File: src/rtl/bus_rr_arbiter.sv
// Round-robin arbiter for a shared data bus: holds the grant until the owner releases and muxes the owner's data onto BUS.
// Optional ARB_TIMEOUT_EN adds a hold counter that revokes a grant after HOLD_MAX cycles.
module bus_rr_arbiter #(
  parameter int NUM_REQ  = 4,
  parameter int SEL_W    = 2,
  parameter int DATA_W   = 32,
  parameter int HOLD_MAX = 16
) (
  input  logic                      CLK,
  input  logic                      RST,
  input  logic [NUM_REQ-1:0]        REQ,
  input  logic [NUM_REQ-1:0]        REL,
  input  logic [NUM_REQ*DATA_W-1:0] DIN,
  output logic [NUM_REQ-1:0]        GNT,
  output logic [SEL_W-1:0]          SEL,
  output logic [DATA_W-1:0]         BUS,
  output logic                      BUSY,
  output logic                      REVOKED
);

  if (NUM_REQ != (1 << SEL_W) || NUM_REQ < 2 || HOLD_MAX < 1) begin : g_param_chk
    $error("bus_rr_arbiter: NUM_REQ must equal 2**SEL_W (>=2) and HOLD_MAX must be >= 1");
  end

  typedef enum logic {IDLE, OWN} state_t;

  state_t               state_q, state_d;
  logic [SEL_W-1:0]     ptr_q, ptr_d;
  logic [SEL_W-1:0]     sel_q, sel_d;
  logic [NUM_REQ-1:0]   gnt_q, gnt_d;
  logic                 busy_q, busy_d;
  logic                 revoke_d;
  logic                 timeout;
  logic                 owner_rel;
  logic                 pick_found;
  logic [SEL_W-1:0]     pick_idx;
  logic [SEL_W-1:0]     cand;

  // Search upward from ptr_q; the SEL_W-bit add wraps modulo NUM_REQ for free.
  always_comb begin
    pick_found = 1'b0;
    pick_idx   = ptr_q;
    cand       = ptr_q;
    for (int i = 0; i < NUM_REQ; i++) begin
      cand = ptr_q + SEL_W'(i);
      if (!pick_found && REQ[cand]) begin
        pick_found = 1'b1;
        pick_idx   = cand;
      end
    end
  end

  assign owner_rel = REL[sel_q] | ~REQ[sel_q];

  always_comb begin
    state_d  = state_q;
    ptr_d    = ptr_q;
    sel_d    = sel_q;
    gnt_d    = gnt_q;
    busy_d   = busy_q;
    revoke_d = 1'b0;
    case (state_q)
      IDLE: begin
        if (pick_found) begin
          state_d = OWN;
          gnt_d   = NUM_REQ'(1) << pick_idx;
          sel_d   = pick_idx;
          busy_d  = 1'b1;
        end
      end
      OWN: begin
        if (owner_rel || timeout) begin
          state_d  = IDLE;
          ptr_d    = sel_q + SEL_W'(1);
          gnt_d    = '0;
          busy_d   = 1'b0;
          revoke_d = timeout & ~owner_rel;
        end
      end
      default: state_d = IDLE;
    endcase
  end

  always_ff @(posedge CLK or negedge RST) begin
    if (!RST) begin
      state_q <= IDLE;
      ptr_q   <= '0;
      sel_q   <= '0;
      gnt_q   <= '0;
      busy_q  <= 1'b0;
    end else begin
      state_q <= state_d;
      ptr_q   <= ptr_d;
      sel_q   <= sel_d;
      gnt_q   <= gnt_d;
      busy_q  <= busy_d;
    end
  end

`ifdef ARB_TIMEOUT_EN
  localparam int HOLD_W = (HOLD_MAX > 1) ? $clog2(HOLD_MAX) : 1;

  logic [HOLD_W-1:0] hold_q, hold_d;
  logic              revoked_q;

  // Counter sits at zero in IDLE, so it is already cleared on the grant edge.
  assign hold_d  = (state_q == OWN) ? hold_q + HOLD_W'(1) : '0;
  assign timeout = (state_q == OWN) && (hold_q == HOLD_W'(HOLD_MAX - 1));

  always_ff @(posedge CLK or negedge RST) begin
    if (!RST) begin
      hold_q    <= '0;
      revoked_q <= 1'b0;
    end else begin
      hold_q    <= hold_d;
      revoked_q <= revoke_d;
    end
  end

  assign REVOKED = revoked_q;
`else
  assign timeout = 1'b0;
  assign REVOKED = 1'b0;
`endif

  assign GNT  = gnt_q;
  assign SEL  = sel_q;
  assign BUSY = busy_q;
  assign BUS  = DIN[int'(sel_q)*DATA_W +: DATA_W];

endmodule

File: config.mk
export PLATFORM = sky130hd
export DESIGN_NAME = bus_rr_arbiter
export DESIGN_NICKNAME = d
export VERILOG_FILES = /design/src/rtl/bus_rr_arbiter.sv
export SDC_FILE = /design/constraint.sdc
export NUM_CORES = 1
export LEC_CHECK = 0
export ABC_AREA = 1
export ABC_CLOCK_PERIOD_IN_PS = 2600
export BUFFER_PORTS_ARGS = -buffer_cell sky130_fd_sc_hd__buf_4
export CAP_MARGIN = 40
export CORE_AREA = 2 2 81 67
export CTS_CLUSTER_DIAMETER = 120
export DETAILED_ROUTE_END_ITERATION = 10
export DIE_AREA = 0 0 83 69
export PLACE_DENSITY = 0.84
export SYNTH_ARGS = -nofsm -noshare
export SYNTH_HDL_FRONTEND = slang
export SYNTH_SLANG_ARGS = --single-unit
File: constraint.sdc
create_clock -name CLK -period 2.6 [get_ports CLK]
set_clock_uncertainty 0.2 [all_clocks]
set_input_delay 0.13 -clock CLK [delete_from_list [all_inputs] [get_ports CLK]]
set_output_delay 0.13 -clock CLK [all_outputs]
set_load 0.005 [all_outputs]
Yosys cells after proc, flatten, opt, wreduce, memory -nomap -nowiden --
Index checks and enable logic that the tools add are counted.
Operators by class: $add $sub $neg 4, magnitude comparators 5, equality and inequality tests 2, shift-type cells 2, mux-type cells 28, bitwise logic cells 3, reductions and logical operators 9
Operator list (count):
- $shiftx A128 B8 Y32 | 1
- $lt A2 B3 Y1 const B | 5
- $mux W1 | 14
- $bmux W1 S2 | 6
- $mux W4 | 2
- $pmux W4 S2 | 1
- $mux W2 | 3
- $reduce_and A2 Y1 | 3
- $add A2 B1 Y2 const B | 2
- $add A2 B2 Y2 const B | 2
- $pmux W1 S2 | 2
- $shl A1 B2 Y4 const A | 1
- $logic_and A1 B1 Y1 | 3
- $logic_not A1 Y1 | 3
- $ne A2 B1 Y1 const B | 1
- $ne A2 B2 Y1 const B | 1
- $not A1 Y1 | 2
- $or A1 B1 Y1 | 1
Word-level totals: flip-flop bits (word level) 10, word-level logic and storage cells 58

Logic depth before layout (Yosys ltp) --
Gate-level depths: netlist of run 1.
depth after elaboration 15, mapped depth 15

Worst setup path after synthesis of run 1 --
OpenSTA, ideal clock, no wires.
path type register to register, start point register ptr_q[0], end point register gnt_q[0] (netlist: GNT[0]), library setup time 0.117 ns, arrival time 1.428 ns, data required time 2.283 ns, path slack 0.855 ns, stages on the path, launching flop included 14, path buffers 1, period minus slack after synthesis 1.745 ns, cell sequence dfrtp_1 -> inv_2 -> buf_6 -> nand2_1 -> nand2_1 -> nand2_1 -> nand2_1 -> nand3_2 -> o21ai_4 -> inv_2 -> nand2_1 -> inv_2 -> nand2_1 -> nand2_1
Between the ends: longest elaborated chain between the ends 15, elaborated cells between the ends (all ways) 29, classes of those cells 3 x add/sub; 1 x eq/ne; 1 x shift; 17 x mux; 7 x reduce/logical
Ends and longest elaborated chain:
- start: declaration | RTL line 28 | logic [SEL_W-1:0] ptr_q, ptr_d;
- start signal: assignment | RTL line 93 | ptr_q <= ptr_d;
- parallel branches: the longest is 15 deep, another holds $add A2 B1 Y2
- end signal: assignment | RTL line 95 | gnt_q <= gnt_d;
- end: declaration | RTL line 30 | logic [NUM_REQ-1:0] gnt_q, gnt_d;
Several ways; the timed one is not identified. The select of a mux whose other input is x is not followed. A chain may end at the register's enable or synchronous reset.

Final worst setup path of run 1 --
Ends and elaborated chain as after synthesis.

==> qor.csv, run 1 <==
metric,value,unit
outcome,finished clean,
cp_max_fo,15,
die_w,83,microns
std_cell_rows,23,
io_pins,178,
vias,2761,
grt_max_degree,66,
fin_crit,2.21,ns
wl_per_cell,14.2,microns
netlist_area,1670,sq um
min_path_type,input pin to asynchronous set/reset pin,
first_global_vias,2485,
clkTransAtPathRegs,0.05,ns
avgSynthCellArea,5.32,sq um
irDropWorstVdd,0.563,mV
grt_antenna_before_repair,0,
port_buffers,176,
crit_path_end_kind,flop,
syn2layout_area_growth,84.1,%
tns,0,ns
drt_first_pass_iters,5,
cts_tree,yes,
layout.cells.most_common,buf_4,
via_per_inst,5.14,
detail-route-antenna-nets,0,
gp_congestion,0.884,
die_area,5730,sq um
nets,614,
crit_required,2.53,ns
grt_use_total,24.8,%
netlist_instances,313,
synth_fp_nets,451,
max_freq,453,MHz
power.density,1030,nW/um^2
tritoncts.num_buffers,3,
grt_overflow,0,
cts_num_sinks,10,
insertion_delay,0.23,ns
finalCritPeriodShare,84.9,%
drive_above_1_share,41.9,%
cts.htree.levels,1,
synth_warnings,0,
core-area,4920,sq um
synth_seq_cells,10,
worstPathArrival,2.14,ns
finalSetupViolCount,0,
drv_cap,0,
post-dp-hpwl,6110,microns
dp_cells,532,
critical_path_class,flop to flop,
wl,7610,microns
drt_iter0_drc,164,
clockBufferDepth,2,
seq_area_frac_synth,15.0,%
grt_setup_unrepaired,false,
fp.dieH,69,microns
cts-root-buf,clkbuf_8,
finalMaxSlewViolations,0,
final_cells,537,
layout_common_cells,"180 x buf_4, 68 x nor2_1, 66 x o21ai_0",
drcViolationCount,0,
cp-start-kind,flop,
antennaDiodeCount,0,
p_leak,1.58,nW
synthDistinctLibCells,25,
start_util,33.8,%
grt_pass1_wl,12100,microns
finalHoldViolCount,0,
through the flow:
stage	hold WS [ns]	util (%)	instance area [sq um]	setup WS [ns]	power [W]
after floorplan	-0.366	-	1670	0.855	0.00188
after global placement	-0.239	61.2	3010	0.461	0.00296
final	0.0722	62.3	3070	0.392	0.00317
after detailed placement	-0.235	61.2	3010	0.416	0.00299
after CTS	0.0769	62.3	3070	0.392	0.00317
after global routing	0.0921	62.3	3070	0.186	0.00349
report_power, final:
part | total [W] | switching, W | internal [W]
Sequential | 0.000356 | 0.000130 | 0.000226
Clock | 0.000163 | 0.0000565 | 0.000107
Combinational | 0.00265 | 0.00144 | 0.00121
path summary, 6_finish.rpt:
path / to / from / slack [ns] / cells after the start
max: GNT[0] / ptr_q[0] / 0.39 / 12
max in group asynchronous: SEL[0] / RST / 1.98 / 2
min: GNT[3] / RST / 0.07 / 2
min reg2reg: GNT[0] / GNT[0] / 0.28 / 2
max reg2reg: GNT[0] / ptr_q[0] / 0.39 / 12
min in group CLK: state_q / REL[3] / 0.10 / 4
flip-flops by register name, indices dropped and copies added (netlist names):
name	cells
GNT	4
SEL	2
ptr_q	2
BUSY	1
state_q	1
timing repair:
action | in CTS | in global routing
hold buffers | 1 | 0
hold endpoints to repair | 10 | 0
buffers inserted | 0 | 0
gates resized for setup | 0 | 0
routing by layer:
metal	track usage, %	wire, microns	vias up
li1	-	-	1397
met4	5.83	127	0
met3	3.35	550	12
met1	31.8	3170	1220
met5	0	0	-
met2	44.2	3760	132
cells by family after synthesis:
logic type / after synthesis / synth area share (%)
AOI/OAI and AO/OA: 108 / 36.2
other: 1 / 0.225
and+or+nand+nor: 157 / 39.3
buffers and inverters: 37 / 9.24
DFF: 10 / 15.0
worst max-delay path: stages (launching register included):
cell and delay (ns):
dfrtp_1 0.54, inv_2 0.28, nand2_1 0.08, nand2_1 0.15
nand2_1 0.07, nand2_1 0.11, nand3_2 0.11, o21ai_4 0.25
inv_2 0.06, nand2_1 0.11, inv_2 0.05, nand2_1 0.05
nand2_1 0.05
cell usage after synthesis:
library cell,count,area [sq um]
a21oi_1,2,10.0
a21oi_2,1,8.76
and2_4,1,8.76
buf_1,1,3.75
buf_4,2,15.0
buf_6,1,11.3
clkbuf_1,20,75.1
clkinv_1,1,3.75
conb_1,1,3.75
dfrtp_1,10,250
inv_1,8,30.0
inv_2,4,15.0
nand2_1,64,240
nand2_2,2,12.5
nand2_4,2,22.5
nand3_1,14,70.1
nand3_2,2,20.0
nand4_1,4,25.0
nor2_1,68,255
o211ai_1,2,15.0
o21ai_0,66,330
o21ai_1,3,15.0
o21ai_4,1,16.3
o21bai_1,1,7.51
o22ai_1,32,200
area by class of cell:
cell class | instances | area [sq um]
sequential | 10 | 251
multi-input combinational | 266 | 1260
inverter | 13 | 48.8
tap | 62 | 77.6
fill | 466 | 1860
clock buffer | 4 | 45.0
timing repair buffer | 182 | 1380
No activity file was read; power rests on OpenSTA's default activity.
==> inputs of run 2 (changes only) <==
Settings changed: ABC_AREA 1 to 0, ABC_CLOCK_PERIOD_IN_PS 2600 to 1900, CORE_AREA 2 2 81 67 to 2 2 79 66, DIE_AREA 0 0 83 69 to 0 0 81 68, PLACE_DENSITY 0.84 to 0.82.
Clock period 2.6 ns to 1.9 ns, I/O delays scaled along.
==> qor.csv, run 2 <==
metric,value,unit
largest_reg_flops,4,
synthDistinctLibCells,35,
fp.dieH,68,microns
std_cell_rows,23,
cp_max_fo,8,
finish.instance_area,3010,sq um
synth_warnings,0,
grt_overflow,0,
insertion_delay,0.23,ns
nets,411,
finalHoldViolCount,0,
rr_startpoint,SEL[0],
seq_area_frac_synth,18.7,%
vias,1697,
yosys-top-cells-area,"mux4_2 54%, dfrtp_1 19%, mux2i_1 2.2%, and4bb_1 1.9%, buf_6 1.7%",
drcViolationCount,0,
worstPathCellList,"buf_12, clkbuf_16, mux4_2, buf_6",
hold_end,state_q,
antennaDiodeCount,0,
cp-start-kind,flop,
ff2ff_setup_slack,0.01,ns
synth-main-ff-cell,dfrtp_1,
grt_antenna_before_repair,0,
internal_power,0.00245,W
irDropWorstVdd,0.720,mV
die_area,5510,sq um
finalCritPeriodShare,100,%
cts-root-buf,clkbuf_8,
wl_per_cell,20.4,microns
finalMaxSlewViolations,0,
netlist_area,1340,sq um
tritoncts.num_buffers,3,
final_util,63.0,%
avgSynthCellArea,15.0,sq um
drive_above_1_share,84.6,%
p_comb_share,80.7,%
layout_common_cells,"157 x buf_4, 32 x mux4_2, 22 x buf_6",
fin_crit,1.90,ns
crit_required,1.60,ns
crit_path_max_incr_delay,0.52,ns
post-dp-hpwl,5660,microns
synth_common_cells,"32 x mux4_2, 10 x dfrtp_1, 3 x buf_2, 3 x clkbuf_1, 3 x mux2i_1",
start_util,27.9,%
grt_pass1_wl,8740,microns
core-area,4780,sq um
max_freq,526,MHz
worstPathArrival,1.61,ns
gp_congestion,0.863,
p_leak,1.46,nW
async_flop_share,100,%
cts_tree,yes,
clockBufferDepth,2,
finalSetupViolCount,1,
dp_cells,322,
syn2layout_area_growth,125,%
outcome,"complete, but fails checks",
die_w,81,microns
violations,setup timing,
power.density,1230,nW/um^2
synth.most_common_cell,mux4_2,
dp_slack,0.0988,ns
placed_cell_area,2730,sq um
grt_use_total,21.7,%
whs,0.0125,ns
clkTransAtPathRegs,0.05,ns
crit_path_end_kind,primary output,
sequentialPowerShare,12.2,%
port_buffers,176,
netlist_instances,89,
p_sw,0.00125,W
drt_iter0_drc,55,
drv_cap,0,
worst-path-buf-inv,3,
cts.htree.levels,1,
synth_edf_count,0,
via_per_inst,5.08,
wl,6830,microns
synth_seq_cells,10,
layout.cells.most_common,buf_4,
min_path_type,input pin to flop,
synth_fp_nets,227,
synth_top_area_share,54.0,%
detail-route-antenna-nets,0,
drt_first_pass_iters,4,
cts_num_sinks,10,
swShare,33.8,%
io_pins,178,
final_cells,334,
grt_setup_unrepaired,true,
whs_path_depth,3,
slowest_stage,mux4_2,
critical_path_class,flop to primary output,
grt_max_degree,21,
first_global_vias,1732,
crit_family,multiplexers,
timing.rr.end,GNT[3],
timing.final.ws_setup,-0.0000170,ns
synth_area_leader_cell,mux4_2,
p_clk_share,7.1,%
hp-start,REQ[1],
rr_worst_depth,5,
## run 2: changes by cell type after synthesis, sizes merged, moves of 3 or more
cell and change:
inv -10, mux4 +32, clkbuf -17, nand3 -15, nand2 -66, mux2i +3
nand4 -4, o22ai -32, o21ai -68, nor2 -66
## run 2: layout make-up
cell class                      instances  area, sq um
Timing Repair Buffer                  188         1590
Sequential cell                        10          251
Fill cell                             379         1770
Multi-Input combinational cell         68         1030
Inverter                                2         7.51
Clock buffer                            4         55.1
Tap cell                               62         77.6
## run 2: what timing repair did
action | CTS | global route
endpoints found under the hold margin | 11 | 0
hold buffers | 2 | 0
setup endpoints to repair | 0 | 20
buffers inserted | 0 | 3
gates resized for setup | 0 | 24
## run 2: cells by family after synthesis
logic type                synth area share, %
xor gates and xnor gates                0.656
and+or+nand+nor                          9.65
DFF                                      18.7
muxes                                    57.1
AOI/OAI and AO/OA                        8.81
other                                   0.281
buffers and inverters                    4.78
## run 2: how the worst max path moves through the flow
stage | startpoint | endpoint | slack, ns | cells past startpoint
2_1_floorplan | SEL[1] | GNT[2] | 0.16 | 5
3_3_place_gp | SEL[0] | GNT[2] | 0.14 | 4
3_5_place_dp | SEL[0] | GNT[2] | 0.1 | 5
4_1_cts | SEL[0] | BUS[15] | 0.005 | 3
5_1_grt | SEL[0] | BUS[18] | -0.06 | 4
6_report | SEL[0] | BUS[18] | -0.00002 | 4
## run 2: through the flow
stage               total power, W     TNS, ns
global route               0.00395      -0.620
global placement           0.00294           0
CTS                        0.00326           0
floorplan                  0.00182           0
detailed placement         0.00298           0
finish                     0.00370  -0.0000170
## run 2: power groups by stage
stage | clock (W) | combinational, W | sequential [W]
3_3_place_gp | 0 | 0.00249 | 0.000448
4_1_cts | 0.000272 | 0.00254 | 0.000450
6_report | 0.000264 | 0.00299 | 0.000450
3_5_place_dp | 0 | 0.00253 | 0.000450
2_1_floorplan | 0 | 0.00141 | 0.000412
5_1_grt | 0.000288 | 0.00319 | 0.000467
## run 2: routing by layer
metal | global-route usage, % | wire length (microns)
met3 | 4.88 | 487
met1 | 22.9 | 2380
met4 | 6.99 | 165
met5 | 0 | 0
met2 | 42.8 | 3790
## run 2: worst reg2reg max path, cell delays in order (launching register included)
cell and delay, ns:
dfrtp_2 0.44, clkbuf_2 0.14, and4bb_1 0.23, nor4_4 0.39
a21oi_2 0.14, a22o_1 0.25
==> inputs of run 3 (changes only) <==
Settings changed: SETUP_SLACK_MARGIN from default to 0.2.
==> qor.csv, run 3 (synthesis results as in run 2) <==
metric,value,unit
multi_input_area,1030,sq um
critical_path_class,flop to primary output,
insertion_delay,0.24,ns
max_freq,528,MHz
worst-path-buf-inv,3,
wl,6860,microns
whs,0.0107,ns
dp_slack,0.126,ns
p_comb_share,82.0,%
cp-start-kind,flop,
finalMaxSlewViolations,0,
outcome,finished clean,
crit_path_end_kind,primary output,
detail-route-antenna-nets,0,
met1_usage,25.1,%
dp_cells,324,
grt_max_degree,19,
crit_required,1.60,ns
wl_per_cell,20.4,microns
drive_above_1_share,85.1,%
finalCritPeriodShare,99.6,%
vias,1712,
fin_crit,1.89,ns
sequentialPowerShare,11.3,%
drcViolationCount,0,
cp_max_fo,5,
grt_use_total,22.6,%
antennaDiodeCount,0,
finalSetupViolCount,0,
busiest_layer,met2,
drv_cap,0,
grt_util_met2,43.8,%
grt_overflow,0,
p_sw,0.00133,W
clkTransAtPathRegs,0.05,ns
nets,414,
p_clk_share,6.6,%
grt_pass1_wl,9050,microns
grt_antenna_before_repair,0,
port_buffers,176,
register_area,251,sq um
cts_num_sinks,10,
timing.final.ws_setup,0.00714,ns
crit_family,multiplexers,
finalHoldViolCount,0,
min_path_type,input pin to flop,
core-area,4780,sq um
internal_power,0.00267,W
irDropWorstVdd,0.645,mV
io_pins,178,
final_cells,337,
std_cell_rows,23,
slowest_stage,mux4_2,
fp.dieH,68,microns
layout.cells.most_common,buf_4,
drt_iter0_drc,49,
cts.htree.levels,1,
worstPathArrival,1.60,ns
first_global_vias,1792,
largest_reg_flops,4,
grt_setup_unrepaired,true,
die_w,81,microns
p_leak,1.50,nW
tritoncts.num_buffers,3,
syn2layout_area_growth,133,%
placed_cell_area,2740,sq um
use_met3,4.62,%
post-dp-hpwl,5770,microns
clockBufferDepth,2,
layout_common_cells,"149 x buf_4, 33 x buf_6, 32 x mux4_2",
ff2ff_setup_slack,0.03,ns
via_per_inst,5.08,
start_util,27.9,%
power.density,1290,nW/um^2
finalPower,0.00400,W
swShare,33.3,%
finish.instance_area,3110,sq um
drt_first_pass_iters,4,
cts-root-buf,clkbuf_8,
gp_congestion,0.852,
n_fill_cell,375,
crit_path_max_incr_delay,0.51,ns
cts_tree,yes,
die_area,5510,sq um
worstPathCellList,"buf_12, clkbuf_16, mux4_2, buf_6",
[run 3: per-stage QoR]
stage	util [%]	setup TNS, ns
after floorplan	-	0
after global placement	57.3	0
after detailed placement	57.3	0
after CTS	63.9	-0.0153
after global routing	65.0	-0.512
final	65.0	0
[run 3: final timing paths]
check | startpoint | to | cells after the start
setup / recovery | SEL[0] | BUS[5] | 4
hold reg to reg | GNT[0] | GNT[0] | 1
min in group asynchronous | RST | BUSY | 2
hold / removal | REQ[2] | state_q | 3
max in group asynchronous | RST | SEL[0] | 2
setup reg to reg | SEL[0] | GNT[3] | 5
[run 3: worst reg2reg max path, stage by stage (launching register included)]
cell and delay, ns:
dfrtp_2 0.45, buf_6 0.14, and4bb_1 0.21, nor4_4 0.39, a21oi_2 0.14, a22o_1 0.23
[run 3: area by class of cell]
cell class | count | area share [%]
inverter | 2 | 0.242
sequential | 10 | 8.10
timing repair buffer | 191 | 54.2
clock buffer | 4 | 1.77
multi-input combinational | 68 | 33.1
tap | 62 | 2.50
[run 3: power groups by stage]
stage / Sequential, W / Clock [W] / Combinational (W)
3_5_place_dp: 0.000449 / 0 / 0.00254
4_1_cts: 0.000445 / 0.000271 / 0.00318
5_1_grt: 0.000465 / 0.000288 / 0.00350
3_3_place_gp: 0.000443 / 0 / 0.00250
2_1_floorplan: 0.000413 / 0 / 0.00141
6_report: 0.000453 / 0.000266 / 0.00328
[run 3: what timing repair did]
item                                   CTS  global route
setup endpoints to repair               36            40
resized for setup                       38             1
setup buffers                            4             0
pin swaps                                5             3
hold buffers                             1             0
cloned                                   2             2
endpoints found under the hold margin   10             0
[run 3: routing by layer]
layer  routed length, microns  vias to the layer above
met4                      110                        0
met5                        0                        -
met1                     2270                      843
met2                     3920                       91
li1                         -                      770
met3                      557                        8
